### src/rtl/display_pkg.sv
// Shared constants for the display UPC decoder: segment glyphs, item UPCs,
// the per-item digit pattern table and the frame-collection state encoding.
// Ports: none (package).
package display_pkg;

  // Active-low 7-segment glyphs, same bit order as the HEX outputs.
  localparam logic [6:0] SEG_C     = 7'b1000110;
  localparam logic [6:0] SEG_O     = 7'b1000000;
  localparam logic [6:0] SEG_F     = 7'b0001110;
  localparam logic [6:0] SEG_E     = 7'b0000110;
  localparam logic [6:0] SEG_H     = 7'b0001001;
  localparam logic [6:0] SEG_U     = 7'b1000001;
  localparam logic [6:0] SEG_B     = 7'b0000011;
  localparam logic [6:0] SEG_A     = 7'b0001000;
  localparam logic [6:0] SEG_P     = 7'b0001100;
  localparam logic [6:0] SEG_N     = 7'b1001000;
  localparam logic [6:0] SEG_D     = 7'b0100001;
  localparam logic [6:0] SEG_L     = 7'b1000111;
  localparam logic [6:0] SEG_BLANK = 7'b1111111;

  localparam int NUM_ITEMS = 6;
  localparam int FRAME_LEN = 6;

  // Item UPCs. 010 and 111 are unassigned.
  localparam logic [2:0] UPC_COFFEE = 3'b000;
  localparam logic [2:0] UPC_HUBCAP = 3'b001;
  localparam logic [2:0] UPC_CANDLE = 3'b011;
  localparam logic [2:0] UPC_POPCD  = 3'b100;
  localparam logic [2:0] UPC_PHONE  = 3'b101;
  localparam logic [2:0] UPC_BEDPAN = 3'b110;

  // Row i of the pattern table belongs to the item whose UPC is ITEM_UPC[i].
  localparam logic [2:0] ITEM_UPC [NUM_ITEMS] = '{
    UPC_COFFEE, UPC_HUBCAP, UPC_CANDLE, UPC_POPCD, UPC_PHONE, UPC_BEDPAN
  };

  // Digit patterns DU0..DU5 per item.
  localparam logic [6:0] ITEM_PAT [NUM_ITEMS][FRAME_LEN] = '{
    '{SEG_C, SEG_O, SEG_F, SEG_F,     SEG_E, SEG_E    },  // COFFEE
    '{SEG_H, SEG_U, SEG_B, SEG_C,     SEG_A, SEG_P    },  // HUbCAP
    '{SEG_C, SEG_A, SEG_N, SEG_D,     SEG_L, SEG_E    },  // CANdLE
    '{SEG_P, SEG_O, SEG_P, SEG_BLANK, SEG_C, SEG_D    },  // POP Cd
    '{SEG_P, SEG_H, SEG_O, SEG_N,     SEG_E, SEG_BLANK},  // PHONE
    '{SEG_B, SEG_E, SEG_D, SEG_P,     SEG_A, SEG_N    }   // bEdPAN
  };

  typedef enum logic {
    IDLE    = 1'b0,
    COLLECT = 1'b1
  } state_t;

endpackage

### src/rtl/seg_pattern_match.sv
// Compares one incoming digit against column idx of the item table.
// Latency: combinational. Backpressure: none, purely a function of its inputs.
// Ports: seg_in (digit pattern), idx (digit position 0..5),
//        match (bit i set when item i shows seg_in at position idx).
module seg_pattern_match
  import display_pkg::*;
(
  input  logic [6:0] seg_in,
  input  logic [2:0] idx,
  output logic [5:0] match
);

  // Constant-index selection keeps positions 6/7 from ever matching.
  always_comb begin
    match = '0;
    for (int i = 0; i < NUM_ITEMS; i++) begin
      for (int j = 0; j < FRAME_LEN; j++) begin
        if (idx == 3'(j)) begin
          match[i] = (seg_in == ITEM_PAT[i][j]);
        end
      end
    end
  end

endmodule

### src/rtl/display_upc_decoder.sv
// Recovers the item UPC from a serial stream of six active-low digit patterns.
// Latency: result pulse one cycle after the 6th digit is accepted.
// Backpressure: none; accepts a digit every cycle, gaps of any length allowed.
// Ports: clk, reset (sync, active-high), seg_in/seg_valid/seg_sof (digit stream),
//        frame_active, upc_out, upc_valid, upc_err (decode status and result).
module display_upc_decoder
  import display_pkg::*;
(
  input  logic       clk,
  input  logic       reset,
  input  logic [6:0] seg_in,
  input  logic       seg_valid,
  input  logic       seg_sof,
  output logic       frame_active,
  output logic [2:0] upc_out,
  output logic       upc_valid,
  output logic       upc_err
);

  state_t     state, state_nxt;
  logic [2:0] idx, idx_nxt;
  logic [5:0] mask, mask_nxt;
  logic [2:0] upc_nxt;
  logic       valid_nxt, err_nxt;

  logic [2:0] match_idx;
  logic [5:0] match;
  logic [5:0] final_mask;
  logic [2:0] sel_upc;

  // A start-of-frame digit is always DU0, wherever the FSM currently is.
  assign match_idx = seg_sof ? 3'd0 : idx;

  seg_pattern_match u_match (
    .seg_in (seg_in),
    .idx    (match_idx),
    .match  (match)
  );

  assign final_mask = mask & match;

  // Encoder for the surviving candidate; only meaningful when one-hot.
  always_comb begin
    sel_upc = 3'b000;
    for (int i = 0; i < NUM_ITEMS; i++) begin
      if (final_mask[i]) begin
        sel_upc = ITEM_UPC[i];
      end
    end
  end

  always_comb begin
    state_nxt = state;
    idx_nxt   = idx;
    mask_nxt  = mask;
    upc_nxt   = upc_out;
    valid_nxt = 1'b0;
    err_nxt   = 1'b0;

    if (seg_valid && seg_sof) begin
      // New frame; in COLLECT this silently abandons the old one.
      mask_nxt  = match;
      idx_nxt   = 3'd1;
      state_nxt = COLLECT;
    end else if (seg_valid && (state == COLLECT)) begin
      if (idx == 3'd5) begin
        state_nxt = IDLE;
        idx_nxt   = 3'd0;
        mask_nxt  = '0;
        // Zero or multiple survivors are both reported as errors.
        if ($onehot(final_mask)) begin
          valid_nxt = 1'b1;
          upc_nxt   = sel_upc;
        end else begin
          err_nxt   = 1'b1;
        end
      end else begin
        mask_nxt = final_mask;
        idx_nxt  = idx + 3'd1;
      end
    end
  end

  always_ff @(posedge clk) begin
    if (reset) begin
      state     <= IDLE;
      idx       <= 3'd0;
      mask      <= '0;
      upc_out   <= 3'b000;
      upc_valid <= 1'b0;
      upc_err   <= 1'b0;
    end else begin
      state     <= state_nxt;
      idx       <= idx_nxt;
      mask      <= mask_nxt;
      upc_out   <= upc_nxt;
      upc_valid <= valid_nxt;
      upc_err   <= err_nxt;
    end
  end

  assign frame_active = (state == COLLECT);

endmodule

### config.mk
export PLATFORM = sky130hd
export DESIGN_NAME = display_upc_decoder
export DESIGN_NICKNAME = d
export VERILOG_FILES = /design/src/rtl/display_pkg.sv /design/src/rtl/seg_pattern_match.sv /design/src/rtl/display_upc_decoder.sv
export SDC_FILE = /design/constraint.sdc
export NUM_CORES = 1
export LEC_CHECK = 0
export ABC_AREA = 0
export BUFFER_PORTS_ARGS = -buffer_cell sky130_fd_sc_hd__buf_2
export CORE_ASPECT_RATIO = 1.1
export CORE_MARGIN = 5
export CORE_UTILIZATION = 55
export DETAILED_ROUTE_END_ITERATION = 10
export PLACE_DENSITY = 0.79
export SETUP_SLACK_MARGIN = 0.3
export SYNTH_ARGS = -nofsm -noshare
export SYNTH_HDL_FRONTEND = slang
export SYNTH_SLANG_ARGS = --single-unit
### constraint.sdc
create_clock -name clk -period 4.45 [get_ports clk]
set_input_delay 0.2225 -clock clk [delete_from_list [all_inputs] [get_ports clk]]
set_output_delay 0.2225 -clock clk [all_outputs]
set_load 0.01 [all_outputs]
==> results_dict.tcl, run 1 <==
set metrics [dict create \
    fin_skew_ns 0.008598 \
    grt_max_degree 15 \
    layout-area-overhead-vs-synth_pct 25.44 \
    portBuffers 16 \
    path_class "reg -> reg" \
    synthCells 169 \
    synth_seq_cells 15 \
    dpl.hpwl_mm 2.890 \
    cp.arrival_ns 4.41 \
    cp-end-kind "flip-flop" \
    tightest_slew_ns 0.8330 \
    n_fill_cell 181 \
    vias 1530 \
    diodes 0 \
    syn-num-nets 184 \
    max_cap_violations 0 \
    grt_antenna_before_repair 0 \
    gp_congestion 0.9068 \
    layout_min_cycle_time_ns 4.230 \
    final_cell_mix "nand2_1, buf_2, buf_4" \
    start_kind "flip-flop" \
    relSlewSlack_pct 43.88 \
    register_area_sq_um 309.0 \
    cts_sinks 15 \
    fin_cells 228 \
    avgSynthCellArea_sq_um 8.003 \
    design_power_total_mw 0.2696 \
    hold_path.class "in -> reg" \
    cts_buffers 3 \
    async_flop_share_pct 0 \
    cts_hold_buf 0 \
    dp_slack_ns -0.05431 \
    status "finished clean" \
    worst_slack_ns 0.2196 \
    cts.path.max_buffers 2 \
    htree_levels 1 \
    pwr_density_cell_nw_per_um2 158.9 \
    core_area_sq_um 2297 \
    antenna_left 0 \
    ys.flop_type "dfxtp_1" \
    wl_mm 4.257 \
    max_freq_ghz 0.2364 \
    grt_pass1_vias 1350 \
    gr-usage-all-layers_pct 22.83 \
    dieArea_sq_um 3552 \
    nNetsFinal 214 \
    drive_above_1_share_pct 34.85 \
    cp_data_required_time_ns 4.63 \
    final_cell_area_sq_um 1697 \
    row_count 18 \
    ys_seq_area_share_pct 22.20 \
    grt_pass1_wl_mm 6.258 \
    path_clk_slew_ns 0.09 \
    period_share_pct 95.07 \
    synth_edf_count 0 \
    worstPathMaxFanout 7 \
    ir_drop_uv 185.1 \
    placed_area_sq_um 1466 \
    leakage_nw 0.6433 \
    tritoncts "built" \
    slew_viol_final 0 \
    yosysUniqueCellTypes 55 \
    ys_warn_count 0 \
    cts-root-buf "clkbuf_4" \
    syn_area_sq_um 1353 \
    setup_violations 0 \
    drt-wirelength-per-cell_um 18.67 \
    multi_input_area_sq_um 1082 \
    rsz0062_at_grt "true" \
    ioPinCount 17 \
    die_y_um 62.01 \
    dr.pass1.iters 4 \
    final_common_cell "nand2_1" \
    drt_iter0_drc 84 \
    dp_cells 214 \
    insertion_delay_ns 0.29 \
    finalHoldViolCount 0 \
    drc 0 \
    start_util_pct 58.88 \
    grt-ovfl-total 0 \
    fp.dieW_um 57.28 \
    via_per_inst 6.711 \
]
power breakdown:
part	switching [mW]	total (mW)	internal (mW)
clock	0.0440	0.0789	0.0349
combinational	0.0336	0.0524	0.0188
sequential	0.00340	0.138	0.135
total	0.0810	0.270	0.189
stage by stage:
stage / hold slack [ns] / setup TNS (ns) / utilization, %
2_1_floorplan: 0.4088 / 0 / -
3_3_place_gp: 0.4578 / 0 / 63.83
3_5_place_dp: 0.4706 / -0.05431 / 63.83
4_1_cts: 0.2285 / 0 / 67.54
5_1_grt: 0.2527 / 0 / 73.86
6_report: 0.2301 / 0 / 73.86
cells in the mapped netlist (4+ instances only):
library cell / instances / area, sq um
a31oi_1: 7 / 43.79
o21ai_0: 5 / 25.02
nor2_1: 11 / 41.29
nand2_1: 21 / 78.83
nor2b_1: 5 / 31.28
nor3b_2: 4 / 50.05
dfxtp_1: 15 / 300.3
nand3_1: 10 / 50.05
a21oi_1: 11 / 55.05
and2_1: 6 / 37.54
nor3_1: 4 / 20.02
inv_1: 7 / 26.28
nand4_1: 6 / 37.54
path summary, 6_finish.rpt:
check | startpoint | end | slack, ns | cells after the start
max | idx[1]$_SDFFE_PP0P_ | upc_out[0]$_SDFFE_PP0P_ | 0.22 | 16
min | reset | mask[5]$_SDFFE_PP0P_ | 0.23 | 2
max reg2reg | idx[1]$_SDFFE_PP0P_ | upc_out[0]$_SDFFE_PP0P_ | 0.22 | 16
min reg2reg | mask[0]$_SDFFE_PP0P_ | mask[0]$_SDFFE_PP0P_ | 0.49 | 2
layout make-up:
class	count	area share [%]
timing repair buffer	32	12.46
tap	30	2.212
inverter	8	1.770
sequential	15	18.22
multi-input combinational	139	63.79
clock buffer	4	1.549
cell families after synthesis:
logic type	after synthesis	share of synthesized area (%)
flops	15	22.20
simple gates	87	40.61
fa+ha+maj	4	5.365
xor+xnor	1	0.6477
mux	2	1.573
buf+inv	15	5.828
compound gates	45	23.77
registers in the layout, indices dropped and copies added (netlist names):
name / cells
idx: 3
mask: 6
upc_err: 1
frame_active: 1
upc_out: 3
upc_valid: 1
worst max-delay path, stage by stage (launching register included):
cell	delay, ns
dfxtp_4	0.39
buf_4	0.15
nor2b_4	0.13
nand3b_1	0.16
o22ai_2	0.21
a21oi_2	0.07
and3_4	0.20
fa_1	0.52
inv_1	0.06
fa_1	0.52
inv_2	0.05
ha_4	0.16
fa_1	0.48
nor3b_2	0.26
nand4_1	0.17
a2111o_1	0.38
a32o_1	0.22
layer usage:
layer,part of all wire (%),up-vias,global-route usage (%)
met5,0,-,0
met1,38,720,24.87
met3,8.2,23,2.893
met4,4.5,0,15.56
met2,50,101,42.09
li1,-,686,-
timing repair:
action                     CTS  global route
setup endpoints to repair    3             3
pin swaps                    4            18
gates cloned                 0             0
buffers inserted             1             9
gates resized for setup     13            22
Note: power is estimated with default switching activity, not from simulation.
==> run 2: changes to the inputs <==
- MAX_ROUTING_LAYER: default -> met4
- PLACE_DENSITY: 0.79 -> 0.84
- SYNTH_HIERARCHICAL: default -> 1
==> results_dict.tcl, run 2 <==
set metrics [dict create \
    cts_buffers 3 \
    rsz0062_at_grt "true" \
    async_flop_share_pct 0 \
    insertion_delay_ns 0.29 \
    yosys.area.top_type "dfxtp_1" \
    drt-wirelength-per-cell_um 16.75 \
    ir_drop_uv 163.0 \
    cts.path.max_buffers 2 \
    largest_register_ffs 6 \
    period_share_pct 93.26 \
    hp-start "seg_valid" \
    cp_data_required_time_ns 4.65 \
    dp_slack_ns 0.03832 \
    antenna_left 0 \
    vias 1501 \
    reg2reg_to "upc_out[0]$_SDFFE_PP0P_" \
    fp.dieW_um 58.02 \
    r2r-start "idx[0]$_SDFFE_PP0P_" \
    ys_warn_count 6 \
    holdWs_ns 0.2488 \
    pwr_density_cell_nw_per_um2 165.1 \
    fin_cells 226 \
    final_cell_mix "buf_2, buf_4, dfxtp_1" \
    reg2reg_depth 15 \
    fin_skew_ns 0.007515 \
    grt_antenna_before_repair 0 \
    fin_setup_tns_ns 0 \
    yosys.cell_count.top_type "dfxtp_1" \
    portBuffers 16 \
    status "finished clean" \
    min_to "frame_active$_SDFFE_PP0P_" \
    relSlewSlack_pct 65.15 \
    hold_path.class "in -> reg" \
    layout-area-overhead-vs-synth_pct 16.86 \
    synth_seq_cells 15 \
    htree_levels 1 \
    cts-root-buf "clkbuf_4" \
    synth_edf_count 0 \
    holdPathStages 3 \
    via_per_inst 6.642 \
    layout_min_cycle_time_ns 4.150 \
    drive_above_1_share_pct 30.26 \
    gp_congestion 0.9465 \
    cp-end-kind "flip-flop" \
    crit_chain "and2b_2 > or3b_4 > a2111oi_4 > o221ai_2 > a32oi_2 > and2_4 > fa_1 > inv_1 > fa_1 > inv_1 > ha_1 > fa_2 > nor4b_4 > a311oi_1 > a41o_2" \
    max_cap_violations 0 \
    tritoncts "built" \
    cp.buffers_inverters 2 \
    worstPathMaxFanout 5 \
    path_clk_slew_ns 0.10 \
    gr-usage-all-layers_pct 21.15 \
    dr.pass1.iters 5 \
    max_freq_ghz 0.2410 \
    nNetsFinal 211 \
    yosys-top-cells-area "dfxtp_1, a21oi_1, fa_1" \
    grt_pass1_vias 1410 \
    setup_violations 0 \
    ys.flop_type "dfxtp_1" \
    cts_sinks 15 \
    path_class "reg -> reg" \
    syn_area_sq_um 1395 \
    slowest_delay_ns 0.46 \
    ys_seq_area_share_pct 21.52 \
    r2r_slack_ns 0.30 \
    start_kind "flip-flop" \
    drc 0 \
    dieArea_sq_um 3645 \
    tightest_slew_ns 0.5193 \
    worst_slack_ns 0.3000 \
    avgSynthCellArea_sq_um 8.354 \
    die_y_um 62.82 \
    leakage_nw 0.6340 \
    critPathSlowestCell "fa_2" \
    cp.arrival_ns 4.35 \
    slew_viol_final 0 \
    syn-num-nets 182 \
    dp_cells 211 \
    yosysUniqueCellTypes 55 \
    grt_pass1_wl_mm 6.154 \
    grt-ovfl-total 0 \
    wl_mm 3.785 \
    diodes 0 \
    start_util_pct 56.43 \
    regMostFlops "mask" \
    synthCells 167 \
    path_delay_family "adder cells" \
    reg_top3 "mask (6), idx (3), upc_out (3)" \
    core_area_sq_um 2472 \
    synth_top_area_share_pct 21.52 \
    drt_iter0_drc 100 \
    fin_util_pct 65.94 \
    synthTopCellsByCount "dfxtp_1, a21oi_1, nor2_1" \
    ioPinCount 17 \
    finalHoldViolCount 0 \
    dpl.hpwl_mm 2.594 \
    row_count 19 \
    grt_max_degree 22 \
]
run 2: kinds of logic (layout without fill, tap and decap cells):
group                    Yosys count  in the layout  share of synthesized area [%]
AND/OR/NAND/NOR                   86             86                          39.73
adder cells (fa/ha/maj)            4              4                          5.202
buffers and inverters             14             42                          7.893
flip-flops                        15             15                          21.52
AO/OA/AOI/OAI                     48             48                          25.65
run 2: worst max path at each step:
stage / startpoint / endpoint / cells past startpoint
5_1_grt: idx[0]$_SDFFE_PP0P_ / upc_out[1]$_SDFFE_PP0P_ / 15
6_report: idx[0]$_SDFFE_PP0P_ / upc_out[0]$_SDFFE_PP0P_ / 15
4_1_cts: idx[0]$_SDFFE_PP0P_ / upc_out[0]$_SDFFE_PP0P_ / 15
2_1_floorplan: idx[0]$_SDFFE_PP0P_ / upc_out[0]$_SDFFE_PP0P_ / 15
3_5_place_dp: seg_sof / upc_out[0]$_SDFFE_PP0P_ / 16
3_3_place_gp: seg_sof / upc_out[0]$_SDFFE_PP0P_ / 16
run 2: area by class of cell:
cell class | instances | area (sq um)
Inverter | 5 | 18.77
Fill cell | 208 | 842.1
Multi-Input combinational cell | 138 | 1028
Timing Repair Buffer | 33 | 215.2
Clock inverter | 1 | 5.005
Sequential cell | 15 | 301.5
Tap cell | 31 | 38.79
Clock buffer | 3 | 22.52
run 2: what timing repair did:
| action | in CTS | in global routing |
|---|---|---|
| resized for setup | 2 | 10 |
| pin swaps | 8 | 3 |
| endpoints found under the setup margin | 4 | 5 |
| hold buffers | 0 | 0 |
| buffers inserted | 11 | 0 |
run 2: where the power goes:
group          total [mW]  leakage (nW)  switching, mW  internal [mW]
Sequential          0.137         0.122        0.00111          0.136
Combinational      0.0502         0.495         0.0309         0.0193
Clock              0.0819        0.0177         0.0484         0.0335
run 2: routing by layer:
metal / vias to the layer above / share of wire [%] / GRT usage [%]
met4: 0 / 4.9 / 7.826
met1: 690 / 39 / 25.16
met3: 27 / 6.2 / 2.479
met2: 93 / 50 / 35.88
met5: - / 0 / -
li1: 691 / - / -
run 2: stage by stage:
stage / power, mW / cell area (sq um)
finish: 0.2691 / 1630
detailed placement: 0.1832 / 1468
CTS: 0.2672 / 1583
floorplan: 0.1719 / 1395
global placement: 0.1821 / 1468
global route: 0.2824 / 1630
run 2: worst reg2reg max path, cell delays in order (launching register included):
cell and delay, ns:
dfxtp_2 0.33, and2b_2 0.21, or3b_4 0.39, a2111oi_4 0.30, o221ai_2 0.16, a32oi_2 0.19, and2_4 0.18, fa_1 0.41
inv_1 0.08, fa_1 0.41, inv_1 0.07, ha_1 0.15, fa_2 0.46, nor4b_4 0.34, a311oi_1 0.15, a41o_2 0.24
==> run 3: changes to the inputs <==
==> constraint.sdc (replaced) <==
create_clock -name clk -period 4.45 [get_ports clk]
set_input_delay 0.89 -clock clk [delete_from_list [all_inputs] [get_ports clk]]
set_output_delay 0.89 -clock clk [all_outputs]
set_load 0.01 [all_outputs]
==> results_dict.tcl, run 3 (synthesized netlist as in run 2, its figures left out) <==
set metrics [dict create \
    status "finished, violations left" \
    violations "setup timing" \
    layout-area-overhead-vs-synth_pct 30.40 \
    grt_pass1_wl_mm 7.452 \
    pwr_density_cell_nw_per_um2 153.0 \
    grt_max_degree 16 \
    vias 1644 \
    final_cell_area_sq_um 1819 \
    worst_slack_ns -0.2829 \
    start_util_pct 56.43 \
    path_clk_slew_ns 0.09 \
    leakage_nw 0.7444 \
    cts_buffers 3 \
    dpl.hpwl_mm 3.225 \
    final_cell_mix "buf_4, dfxtp_1, buf_2" \
    grt_pass1_vias 1606 \
    portBuffers 16 \
    dr.pass1.iters 4 \
    grt_antenna_before_repair 0 \
    drt_iter0_drc 131 \
    wl_mm 4.616 \
    row_count 19 \
    cts.path.max_buffers 2 \
    ioPinCount 17 \
    layout_min_cycle_time_ns 4.733 \
    period_share_pct 106.4 \
    core_area_sq_um 2472 \
    start_kind "primary input" \
    diodes 0 \
    critPathSlowestCell "fa_2" \
    crit_top_cell "fa_1" \
    cp_data_required_time_ns 4.65 \
    via_per_inst 6.576 \
    finalHoldViolCount 0 \
    crit_chain "buf_8 > and2b_2 > or3b_4 > a2111oi_4 > o221ai_1 > a32oi_1 > and2_1 > fa_1 > inv_2 > fa_1 > inv_1 > ha_2 > fa_2 > nor4b_4 > buf_4 > a311oi_1 > a41o_2" \
    cp.buffers_inverters 4 \
    ir_drop_uv 226.8 \
    path_class "in -> reg" \
    cts-root-buf "clkbuf_4" \
    path_delay_family "adder cells" \
    max_freq_ghz 0.2113 \
    insertion_delay_ns 0.29 \
    gr-usage-all-layers_pct 25.95 \
    nNetsFinal 235 \
    htree_levels 1 \
    final_common_cell "buf_4" \
    drc 0 \
    hold_path.class "reg -> reg" \
    drt-wirelength-per-cell_um 18.46 \
    grt-ovfl-total 0 \
    cp-end-kind "flip-flop" \
    setup_violations 4 \
    regMostFlops "mask" \
    gp_congestion 0.8997 \
    die_y_um 62.82 \
    dp_cells 242 \
    tightest_slew_ns 0.5181 \
    drive_above_1_share_pct 37.90 \
    slew_viol_final 0 \
    cp.arrival_ns 4.93 \
    placed_area_sq_um 1700 \
    fin_skew_ns 0.01093 \
    fin_cells 250 \
    slowest_delay_ns 0.47 \
    tritoncts "built" \
    relSlewSlack_pct 65.23 \
    fp.dieW_um 58.02 \
    max_cap_violations 0 \
    reg_top3 "mask (6), idx (3), upc_out (3)" \
    antenna_left 0 \
    worstPathMaxFanout 5 \
    largest_register_ffs 6 \
    cts_sinks 15 \
    rsz0062_at_grt "true" \
    dieArea_sq_um 3645 \
]
run 3: layer usage:
metal	vias up	part of all wire, %	global-route usage, %
met5	-	0	-
met3	22	8.5	3.306
met2	85	50	45.20
li1	745	-	-
met1	792	38	29.95
met4	0	3.0	8.986
run 3: worst register-to-register path: cells and delay by family (launching register included):
kind / cells / cell delay, ns
buffers and inverters: 3 / 0.35
AND/OR/NAND/NOR: 6 / 1.50
flip-flops: 1 / 0.47
adder cells (fa/ha/maj): 4 / 1.53
AO/OA/AOI/OAI: 3 / 0.47
run 3: report_power, final:
part	internal, mW	leakage (nW)	switching [mW]
logic	0.0287	0.605	0.0338
registers	0.136	0.121	0.00192
clock network	0.0335	0.0177	0.0447
total	0.198	0.744	0.0804
run 3: final cells by class:
| class | instances | area [sq um] |
|---|---|---|
| Inverter | 5 | 18.77 |
| Clock inverter | 1 | 5.005 |
| Fill cell | 169 | 653.1 |
| Tap cell | 31 | 38.79 |
| Clock buffer | 3 | 22.52 |
| Sequential cell | 15 | 300.3 |
| Multi-Input combinational cell | 138 | 1032 |
| Timing Repair Buffer | 57 | 401.6 |
run 3: per-stage QoR:
step                      setup slack, ns  total power [mW]  TNS (ns)  util (%)  hold slack [ns]
final                             -0.2829            0.2783    -1.009     73.58           0.4925
after detailed placement          -0.5747            0.1971    -2.335     68.78           0.4727
after floorplan                   -0.2475            0.1720   -0.8534         -           0.4481
after global placement            -0.3972            0.1952    -1.475     68.78           0.4623
after global routing              -0.4389            0.2929    -1.698     73.58           0.5121
after CTS                         -0.2213            0.2753   -0.8421     71.86           0.4892
run 3: final timing paths:
check,from,end,slack [ns],cells past startpoint
worst min register to register,mask[1]$_SDFFE_PP0P_,mask[1]$_SDFFE_PP0P_,0.49,2
worst min-delay path,mask[1]$_SDFFE_PP0P_,mask[1]$_SDFFE_PP0P_,0.49,2
worst max register to register,idx[1]$_SDFFE_PP0P_,upc_out[0]$_SDFFE_PP0P_,0.05,16
worst max-delay path,seg_sof,upc_out[0]$_SDFFE_PP0P_,-0.28,17
run 3: repair_timing:
action / in CTS / in global routing
setup endpoints to repair: 5 / 5
buffers inserted: 1 / 3
hold buffers: 0 / 0
resized for setup: 11 / 4
pin swaps: 12 / 3
